<file path="config.mk">
export PLATFORM = sky130hd
export DESIGN_NAME = mem_req_arbiter
export DESIGN_NICKNAME = d
export VERILOG_FILES = /design/src/rtl/mem_pkg.sv /design/src/rtl/rr_priority_select.sv /design/src/rtl/mem_req_arbiter.sv
export SDC_FILE = /design/constraint.sdc
export NUM_CORES = 1
export LEC_CHECK = 0
export ABC_AREA = 1
export CAP_MARGIN = 0
export CORE_ASPECT_RATIO = 1.4
export CORE_MARGIN = 2
export CORE_UTILIZATION = 36
export DETAILED_ROUTE_END_ITERATION = 16
export GPL_TIMING_DRIVEN = 0
export HOLD_SLACK_MARGIN = 0.12
export PLACE_DENSITY = 0.81
export SLEW_MARGIN = 10
export SYNTH_ARGS = -nofsm -noshare
export SYNTH_HDL_FRONTEND = slang
export SYNTH_SLANG_ARGS = --single-unit
</file>
<file path="constraint.sdc">
create_clock -name clk -period 1.8 [get_ports clk]
set_clock_uncertainty 0.2 [all_clocks]
set_input_delay 0.36 -clock clk [delete_from_list [all_inputs] [get_ports clk]]
set_output_delay 0.36 -clock clk [all_outputs]
set_load 0.02 [all_outputs]
</file>
<file path="src/rtl/mem_pkg.sv">
// Shared definitions for the memory request arbiter: state encoding,
// default block geometry and the block-offset width helper.
package mem_pkg;

  typedef enum logic [1:0] {
    IDLE  = 2'd0,
    ISSUE = 2'd1,
    DRAIN = 2'd2,
    WRITE = 2'd3
  } arbStateT;

  localparam int DEF_WORDS_PER_BLOCK = 8;
  localparam int DEF_BYTES_PER_WORD  = 2;

  function automatic int blockOffsetW(input int wordsPerBlock, input int bytesPerWord);
    return $clog2(wordsPerBlock * bytesPerWord);
  endfunction

endpackage

</file>
<file path="src/rtl/rr_priority_select.sv">
// Combinational winner selection: lowest index in fixed mode, or the first
// requester strictly after the pointer (wrapping) in round-robin mode.
module rr_priority_select #(
  parameter int N_REQ   = 2,
  parameter int RR_MODE = 0
) (
  input  logic [N_REQ-1:0]         req,
  input  logic [$clog2(N_REQ)-1:0] ptr,
  output logic [N_REQ-1:0]         winner
);

  always_comb begin
    int   start;
    int   idx;
    logic found;
    winner = '0;
    found  = 1'b0;
    idx    = 0;
    start  = int'(ptr) + 1;
    if (RR_MODE == 0) start = 0;
    for (int k = 0; k < N_REQ; k++) begin
      idx = start + k;
      if (idx >= N_REQ) idx = idx - N_REQ;
      if (!found && req[idx]) begin
        winner[idx] = 1'b1;
        found       = 1'b1;
      end
    end
  end

endmodule

</file>
<file path="src/rtl/mem_req_arbiter.sv">
// Arbitrates cache controllers onto one pipelined memory: block fills of
// WORDS_PER_BLOCK back-to-back reads, or single-word write-through stores.
module mem_req_arbiter
  import mem_pkg::*;
#(
  parameter int N_REQ           = 2,
  parameter int ADDR_W          = 16,
  parameter int DATA_W          = 16,
  parameter int WORDS_PER_BLOCK = DEF_WORDS_PER_BLOCK,
  parameter int BYTES_PER_WORD  = DEF_BYTES_PER_WORD,
  parameter int RR_MODE         = 0
) (
  input  logic                               clk,
  input  logic                               rst,
  input  logic [N_REQ-1:0]                   req,
  input  logic [N_REQ-1:0]                   req_wr,
  input  logic [N_REQ*ADDR_W-1:0]            req_addr,
  input  logic [N_REQ*DATA_W-1:0]            req_wdata,
  output logic [N_REQ-1:0]                   grant,
  output logic [N_REQ-1:0]                   stall,
  output logic [N_REQ-1:0]                   done,
  output logic                               mem_en,
  output logic                               mem_wr,
  output logic [ADDR_W-1:0]                  mem_addr,
  output logic [DATA_W-1:0]                  mem_wdata,
  input  logic [DATA_W-1:0]                  mem_rdata,
  input  logic                               mem_rvalid,
  output logic [N_REQ-1:0]                   fill_valid,
  output logic [DATA_W-1:0]                  fill_data,
  output logic [$clog2(WORDS_PER_BLOCK)-1:0] fill_idx
);

  localparam int IDX_W = $clog2(WORDS_PER_BLOCK);
  localparam int PTR_W = $clog2(N_REQ);
  localparam int OFF_W = blockOffsetW(WORDS_PER_BLOCK, BYTES_PER_WORD);
  localparam logic [ADDR_W-1:0] ALIGN_MASK = {ADDR_W{1'b1}} << OFF_W;
  localparam logic [ADDR_W-1:0] ADDR_STEP  = ADDR_W'(BYTES_PER_WORD);
  localparam logic [IDX_W-1:0]  LAST_WORD  = IDX_W'(WORDS_PER_BLOCK - 1);

  arbStateT          state;
  logic [IDX_W-1:0]  issueCnt;
  logic [IDX_W-1:0]  rcvCnt;
  logic [PTR_W-1:0]  rrPtr;
  logic [N_REQ-1:0]  winner;
  logic [PTR_W-1:0]  winIdx;
  logic [ADDR_W-1:0] winAddr;
  logic [DATA_W-1:0] winData;
  logic              winWr;
  logic              readState;
  logic              rdBeat;
  logic              lastBeat;

  rr_priority_select #(
    .N_REQ   (N_REQ),
    .RR_MODE (RR_MODE)
  ) uSelect (
    .req    (req),
    .ptr    (rrPtr),
    .winner (winner)
  );

  always_comb begin
    winIdx = '0;
    for (int i = 0; i < N_REQ; i++) begin
      if (winner[i]) winIdx = PTR_W'(i);
    end
  end

  assign winAddr = req_addr[int'(winIdx)*ADDR_W +: ADDR_W];
  assign winData = req_wdata[int'(winIdx)*DATA_W +: DATA_W];
  assign winWr   = req_wr[winIdx];

  // Returned words are only accepted while a block read owns the memory.
  assign readState  = (state == ISSUE) || (state == DRAIN);
  assign rdBeat     = readState && mem_rvalid;
  assign lastBeat   = rdBeat && (rcvCnt == LAST_WORD);
  assign fill_valid = rdBeat ? grant : '0;
  assign fill_data  = mem_rdata;
  assign fill_idx   = rcvCnt;
  assign done       = (lastBeat || (state == WRITE)) ? grant : '0;
  assign stall      = req & ~done;

  always_ff @(posedge clk or negedge rst) begin
    if (!rst) begin
      state     <= IDLE;
      grant     <= '0;
      mem_en    <= 1'b0;
      mem_wr    <= 1'b0;
      mem_addr  <= '0;
      mem_wdata <= '0;
      issueCnt  <= '0;
      rcvCnt    <= '0;
      rrPtr     <= PTR_W'(N_REQ - 1);
    end else begin
      if (rdBeat) rcvCnt <= rcvCnt + 1'b1;
      unique case (state)
        IDLE: begin
          if (|req) begin
            grant  <= winner;
            mem_en <= 1'b1;
            if (RR_MODE != 0) rrPtr <= winIdx;
            if (winWr) begin
              state     <= WRITE;
              mem_wr    <= 1'b1;
              mem_addr  <= winAddr;
              mem_wdata <= winData;
            end else begin
              state    <= ISSUE;
              mem_addr <= winAddr & ALIGN_MASK;
            end
          end
        end
        ISSUE: begin
          issueCnt <= issueCnt + 1'b1;
          if (issueCnt == LAST_WORD) begin
            mem_en <= 1'b0;
            state  <= DRAIN;
          end else begin
            mem_addr <= mem_addr + ADDR_STEP;
          end
        end
        DRAIN: begin
          if (lastBeat) begin
            state <= IDLE;
            grant <= '0;
          end
        end
        WRITE: begin
          state  <= IDLE;
          grant  <= '0;
          mem_en <= 1'b0;
          mem_wr <= 1'b0;
        end
      endcase
    end
  end

endmodule

</file>
# ---- Word level (Yosys, flattened, before mapping)
# Cells that the tools add are included.
dict set report word_totals {
  reg_bits 44
  input_bits 87
}
dict set report classes {
  shifts 2
  muxes 25
  n_addsub 3
  n_lt_le_gt_ge 1
  n_reduce_logical 18
  eq_ne 10
  bitwise_logic 2
}
# operator n
set ops {}
lappend ops {{$shiftx A32 B6 Y16} 2}
lappend ops {{$mux W16} 2}
lappend ops {{$pmux W16 S2} 1}
lappend ops {{$reduce_and A3 Y1} 6}
lappend ops {{$add A16 B2 Y16 const B} 1}
lappend ops {{$mux W2} 8}
lappend ops {{$mux W1} 9}
lappend ops {{$ne A2 B2 Y1 const B} 4}
lappend ops {{$pmux W2 S4} 1}
lappend ops {{$add A3 B1 Y3 const B} 2}
lappend ops {{$eq A3 B3 Y1 const B} 2}
lappend ops {{$pmux W2 S3} 1}
lappend ops {{$reduce_bool A3 Y1} 2}
lappend ops {{$eq A2 B2 Y1 const B} 2}
lappend ops {{$mux W4} 1}
lappend ops {{$reduce_bool A2 Y1} 2}
lappend ops {{$logic_and A1 B1 Y1} 3}
lappend ops {{$pmux W1 S3} 1}
lappend ops {{$and A2 B2 Y2} 1}
lappend ops {{$eq A2 B1 Y1 const B} 1}
lappend ops {{$logic_not A2 Y1} 1}
lappend ops {{$logic_or A1 B1 Y1} 2}
lappend ops {{$lt A1 B2 Y1 const B} 1}
lappend ops {{$ne A2 B1 Y1 const B} 1}
lappend ops {{other kinds (4)} 4}

# ---- Depth between registers and ports, before layout
dict set report logic_depth {
  ltp_word 10
  mapped_depth 10
  depth_no_buf 9
}

# ---- By module
# A second synthesis with hierarchy kept.
dict set report hier_totals {
  hier_cells 387
  area_unflattened_um2 3055.4
}
# mod seq_area_each_um2 area_per_inst_um2 n_inst cells_each
set by_module_without_submodules {}
lappend by_module_without_submodules {mem_req_arbiter 1101.1 3037.9 1 384}
lappend by_module_without_submodules {rr_priority_select 0.0 17.5 1 3}

# ---- Worst setup path before layout
# OpenSTA, ideal clock, no wires.
dict set report synth_path {
  kind {register to output}
  from {reg rcvCnt[0], in the netlist fill_idx[0]}
  to {out stall[0]}
  arrival_time_ps 1477
  setup_slack_ps -237
  path_stages_with_launch 8
  cell_sequence {dfrtp_1 -> ha_1 -> ha_1 -> nand3_1 -> nand2_1 -> inv_1 -> nor2_1 -> nor2_1}
}
dict set report synth_via {
  elab_chain_cells 6
}
# item line_no
set synth_lines {}
lappend synth_lines {{from (decl)} mem_req_arbiter.sv:42} ;# logic [IDX_W-1:0] rcvCnt;
lappend synth_lines {{from (signal assigned)} mem_req_arbiter.sv:95} ;# if (rdBeat) rcvCnt <= rcvCnt + 1'b1;
lappend synth_lines {{$eq A3 B3 Y1} mem_req_arbiter.sv:76} ;# assign lastBeat = rdBeat && (rcvCnt == LAST_WORD);
lappend synth_lines {{$logic_and A1 B1 Y1} mem_req_arbiter.sv:76}
lappend synth_lines {{$logic_or A1 B1 Y1} mem_req_arbiter.sv:80} ;# assign done = (lastBeat || (state == WRITE)) ? grant : '0;
lappend synth_lines {{$mux W2} mem_req_arbiter.sv:80}
lappend synth_lines {{via done[0]} mem_req_arbiter.sv:21} ;# output logic [N_REQ-1:0] done,
lappend synth_lines {{$not A2 Y2} mem_req_arbiter.sv:81} ;# assign stall = req & ~done;
lappend synth_lines {{$and A2 B2 Y2} mem_req_arbiter.sv:81}
lappend synth_lines {{to (decl)} mem_req_arbiter.sv:20} ;# output logic [N_REQ-1:0] stall,
# The timed path passes the listed nets, and every way through them passes these cells.

# ---- Worst setup path in the final report
dict set report layout_path {
  from {reg state[0]}
  to {out stall[0]}
}
dict set report layout_via {
  elab_chain_cells 8
}
# item line_no
set layout_lines {}
lappend layout_lines {{from (decl)} mem_req_arbiter.sv:40} ;# arbStateT state;
lappend layout_lines {{from (signal assigned)} mem_req_arbiter.sv:85} ;# state <= IDLE;
lappend layout_lines {{from (signal assigned)} mem_req_arbiter.sv:103} ;# state <= WRITE;
lappend layout_lines {{from (signal assigned)} mem_req_arbiter.sv:108} ;# state <= ISSUE;
lappend layout_lines {{$eq A2 B1 Y1 / $eq A2 B2 Y1 (equally long branches)} mem_req_arbiter.sv:74} ;# assign readState = (state == ISSUE) || (state == DRAIN);
lappend layout_lines {{$logic_or A1 B1 Y1} mem_req_arbiter.sv:74}
lappend layout_lines {{$logic_and A1 B1 Y1} mem_req_arbiter.sv:75} ;# assign rdBeat = readState && mem_rvalid;
lappend layout_lines {{$logic_and A1 B1 Y1} mem_req_arbiter.sv:76}
lappend layout_lines {{$logic_or A1 B1 Y1 *} mem_req_arbiter.sv:80}
lappend layout_lines {{$mux W2 *} mem_req_arbiter.sv:80}
lappend layout_lines {{$not A2 Y2 *} mem_req_arbiter.sv:81}
lappend layout_lines {{$and A2 B2 Y2 *} mem_req_arbiter.sv:81}
# Mark *: on every way between the ends. The rest lies on a longest branch, timed or not.

==> out/metrics.yaml <==
synth:
  synth_area_per_cell_um2: 7.090
  yosysTopAreaCell: "dfrtp_1"
  syn-num-nets: 486
  syn_area_um2: 2765
  yosys_warnings: 0
  synth-seq-cells: 44
  syn_inst: 390
  synth_cell_types: 28
  netlist.area_leader.share_pct: 39.82
  ys_seq_area_share_pct: 39.82
  synth_area_leaders: "dfrtp_1 (40%), nand2_1 (17%), nor2_1 (6.2%)"
cts:
  cts.htree.levels: 2
  cts_tree: "yes"
  cts_root_buf: "clkbuf_8"
  clk_path_buf_depth: 2
  clock_sinks: 44
  clk_pin_slew_ps: 80
  clk_latency_ps: 300
  cts_buffers: 5
drt:
  drc: 0
  ant_nets: 0
  vias_per_cell: 5.081
  drt_iter0_markers: 211
  drt-total-wl_um: 9613
  num_vias: 3277
  drt_pass1_iterations: 4
  wl_per_cell_um: 14.90
floorplan:
  start_util_pct: 37.33
  die-area_um2: 8408
  core-area_um2: 7407
  rows: 37
  top_level_ports: 148
  fp.dieH_um: 107.7
  die_w_um: 78.07
timing:
  max_freq_ghz: 0.4784
  fin_ws_ps: -290.4
  hold_slack_ps: 287.7
  rsz0062_at_grt: "true"
  slew_violations: 0
  hold_violations: 0
  final.setup.tns_ps: -1910
  setup_viol: 18
  relSlewSlack_pct: 69.74
  fin_crit_sh_pct: 116.1
  worst_slew_pin_slew_ps: 453.8
  period_minus_slack_ps: 2090
place:
  port-buffer-count: 131
  dp.cells: 619
  routabilityCongestion: 0.8572
  place_hpwl_um: 6781
critical_path:
  end_kind: "primary output"
  reg2reg_slack_ps: -50
  cp.required_ps: 1240
  crit_path_start_kind: "register"
  critical_path_class: "reg -> out"
  critPathMaxFanout: 3
  worst-endpoint-arrival_ps: 1530
pwr:
  power_density_nw_per_um2: 1548
  design_power_total_uw: 7354
  leakage_uw: 0.002198
  vdd_ir_drop_max_v: 0.0009671
global_routing:
  gr-total-overflow: 0
  grtUsageTotal_pct: 21.79
  grt_max_degree: 27
  grt_pass1_wl_um: 14810
  antenna_found_initial: 0
  grt_pass1_vias: 3193
flow_run:
  cap_violations: 0
outcome:
  violations: "setup timing"
  status: "complete, but fails checks"
finish:
  multi_input_area_um2: 1602
  register_area_um2: 1104
  syn2layout_area_growth_pct: 71.76
  n_fill_cell: 663
  final_nets: 644
  n_antenna_cell: 0
  drive_gt1_share_pct: 21.17
  final_cells: 645
hold_path:
  min_path_type: "reg -> reg"
-- timing repair --
item | CTS | global route
endpoints found under the setup margin | 84 | 44
hold buffers | 1 | 0
resized for setup | 113 | 52
buffers inserted | 10 | 6
pin swaps | 5 | 12
cloned | 2 | 1
hold endpoints to repair | 18 | 0
-- final timing paths --
check	start	end	depth (start not counted)
worst max-delay path	state[0]	stall[0]	8
worst min-delay path	issueCnt[0]	issueCnt[0]	1
worst max register to register	state[1]	mem_addr[11]	9
worst min register to register	issueCnt[0]	issueCnt[0]	1
max in group asynchronous	rst	fill_idx[0]	3
min in group asynchronous	rst	mem_wdata[12]	2
-- cell usage in the layout (no fill, tap or decap), types with 2 or more instances in the layout --
master	Yosys	final
nand2_1	126	121
clkdlybuf4s50_1	0	83
dfrtp_1	44	42
dlygate4sd2_1	0	40
buf_4	20	33
nor2_1	46	29
nand3_1	29	27
inv_1	25	21
a21oi_1	22	19
a31oi_1	17	16
buf_6	1	13
o21ai_0	20	12
nor2_4	0	11
nor2_2	2	8
o21ai_1	1	5
nand4_1	5	5
clkbuf_8	0	5
inv_2	2	4
nand2_2	1	4
buf_2	6	4
ha_1	9	4
ha_4	0	4
o21ai_2	0	3
a21oi_2	0	3
clkbuf_4	0	3
buf_12	0	3
nand3_4	0	2
nand2_4	0	2
mux2_2	2	2
dfrtp_2	0	2
-- flip-flops by register name, summed over array words and instances, names as in the netlist --
signal	flops
mem_addr	16
grant	2
state	2
mem_wr	1
mem_en	1
fill_idx	3
mem_wdata	16
issueCnt	3
-- where the power goes --
group          internal (uW)  switching [uW]  leakage [uW]
combinational           2140            2680       0.00165
clock                    265             335     0.0000410
sequential              1490             445      0.000508
total                   3900            3460       0.00220
-- layer usage --
layer	global-route usage, %	vias to the layer above	share of wire, %
met2	40.64	144	55
met5	0	-	0
met3	5.117	16	7.6
li1	-	1571	-
met4	7.268	0	1.6
met1	23.99	1546	36
-- cell usage after synthesis (all sizes together) --
| library cell | count |
|---|---|
| o22ai | 1 |
| clkinv | 1 |
| clkbuf | 3 |
| or2 | 1 |
| buf | 28 |
| nand3 | 30 |
| xnor2 | 1 |
| a21oi | 22 |
| a22oi | 1 |
| a31oi | 17 |
| dfrtp | 44 |
| xor2 | 1 |
| nor2 | 48 |
| nand2 | 127 |
| o31ai | 1 |
| ha | 9 |
| inv | 27 |
| mux2 | 2 |
| o21ai | 21 |
| nand4 | 5 |
-- cell type report --
cell class / instances / area share [%]
multi-input combinational: 287 / 33.72
sequential: 44 / 23.23
tap: 97 / 2.555
timing repair buffer: 152 / 31.01
inverter: 28 / 2.529
clock buffer: 6 / 1.528
buffer: 30 / 5.321
clock inverter: 1 / 0.1054
-- worst max-delay path, stage by stage, from the launching register on --
cell     delay [ps]
dfrtp_1         400
buf_4           160
ha_2            210
inv_1           110
nand2_4          60
inv_4            70
nor2_4           50
nor2_4           80
buf_6           120
-- stage by stage --
stage          area, um2  util (%)  setup WS (ps)
6_report            4750     64.12         -290.4
3_3_place_gp        4250     57.38          -1254
4_1_cts             4514     60.95         -264.8
2_1_floorplan       2818         -          2.014
3_5_place_dp        4265     57.58         -574.9
5_1_grt             4750     64.12         -351.6
-- logic make-up after synthesis --
kind of cell	count (synthesis)	synth area share, %
xor+xnor	2	0.6336
buf+inv	59	11.27
flops	44	39.82
fa+ha+maj	9	4.072
simple gates	211	31.00
compound gates	63	12.40
mux	2	0.8144
Note: power is estimated with default switching activity, not from simulation.
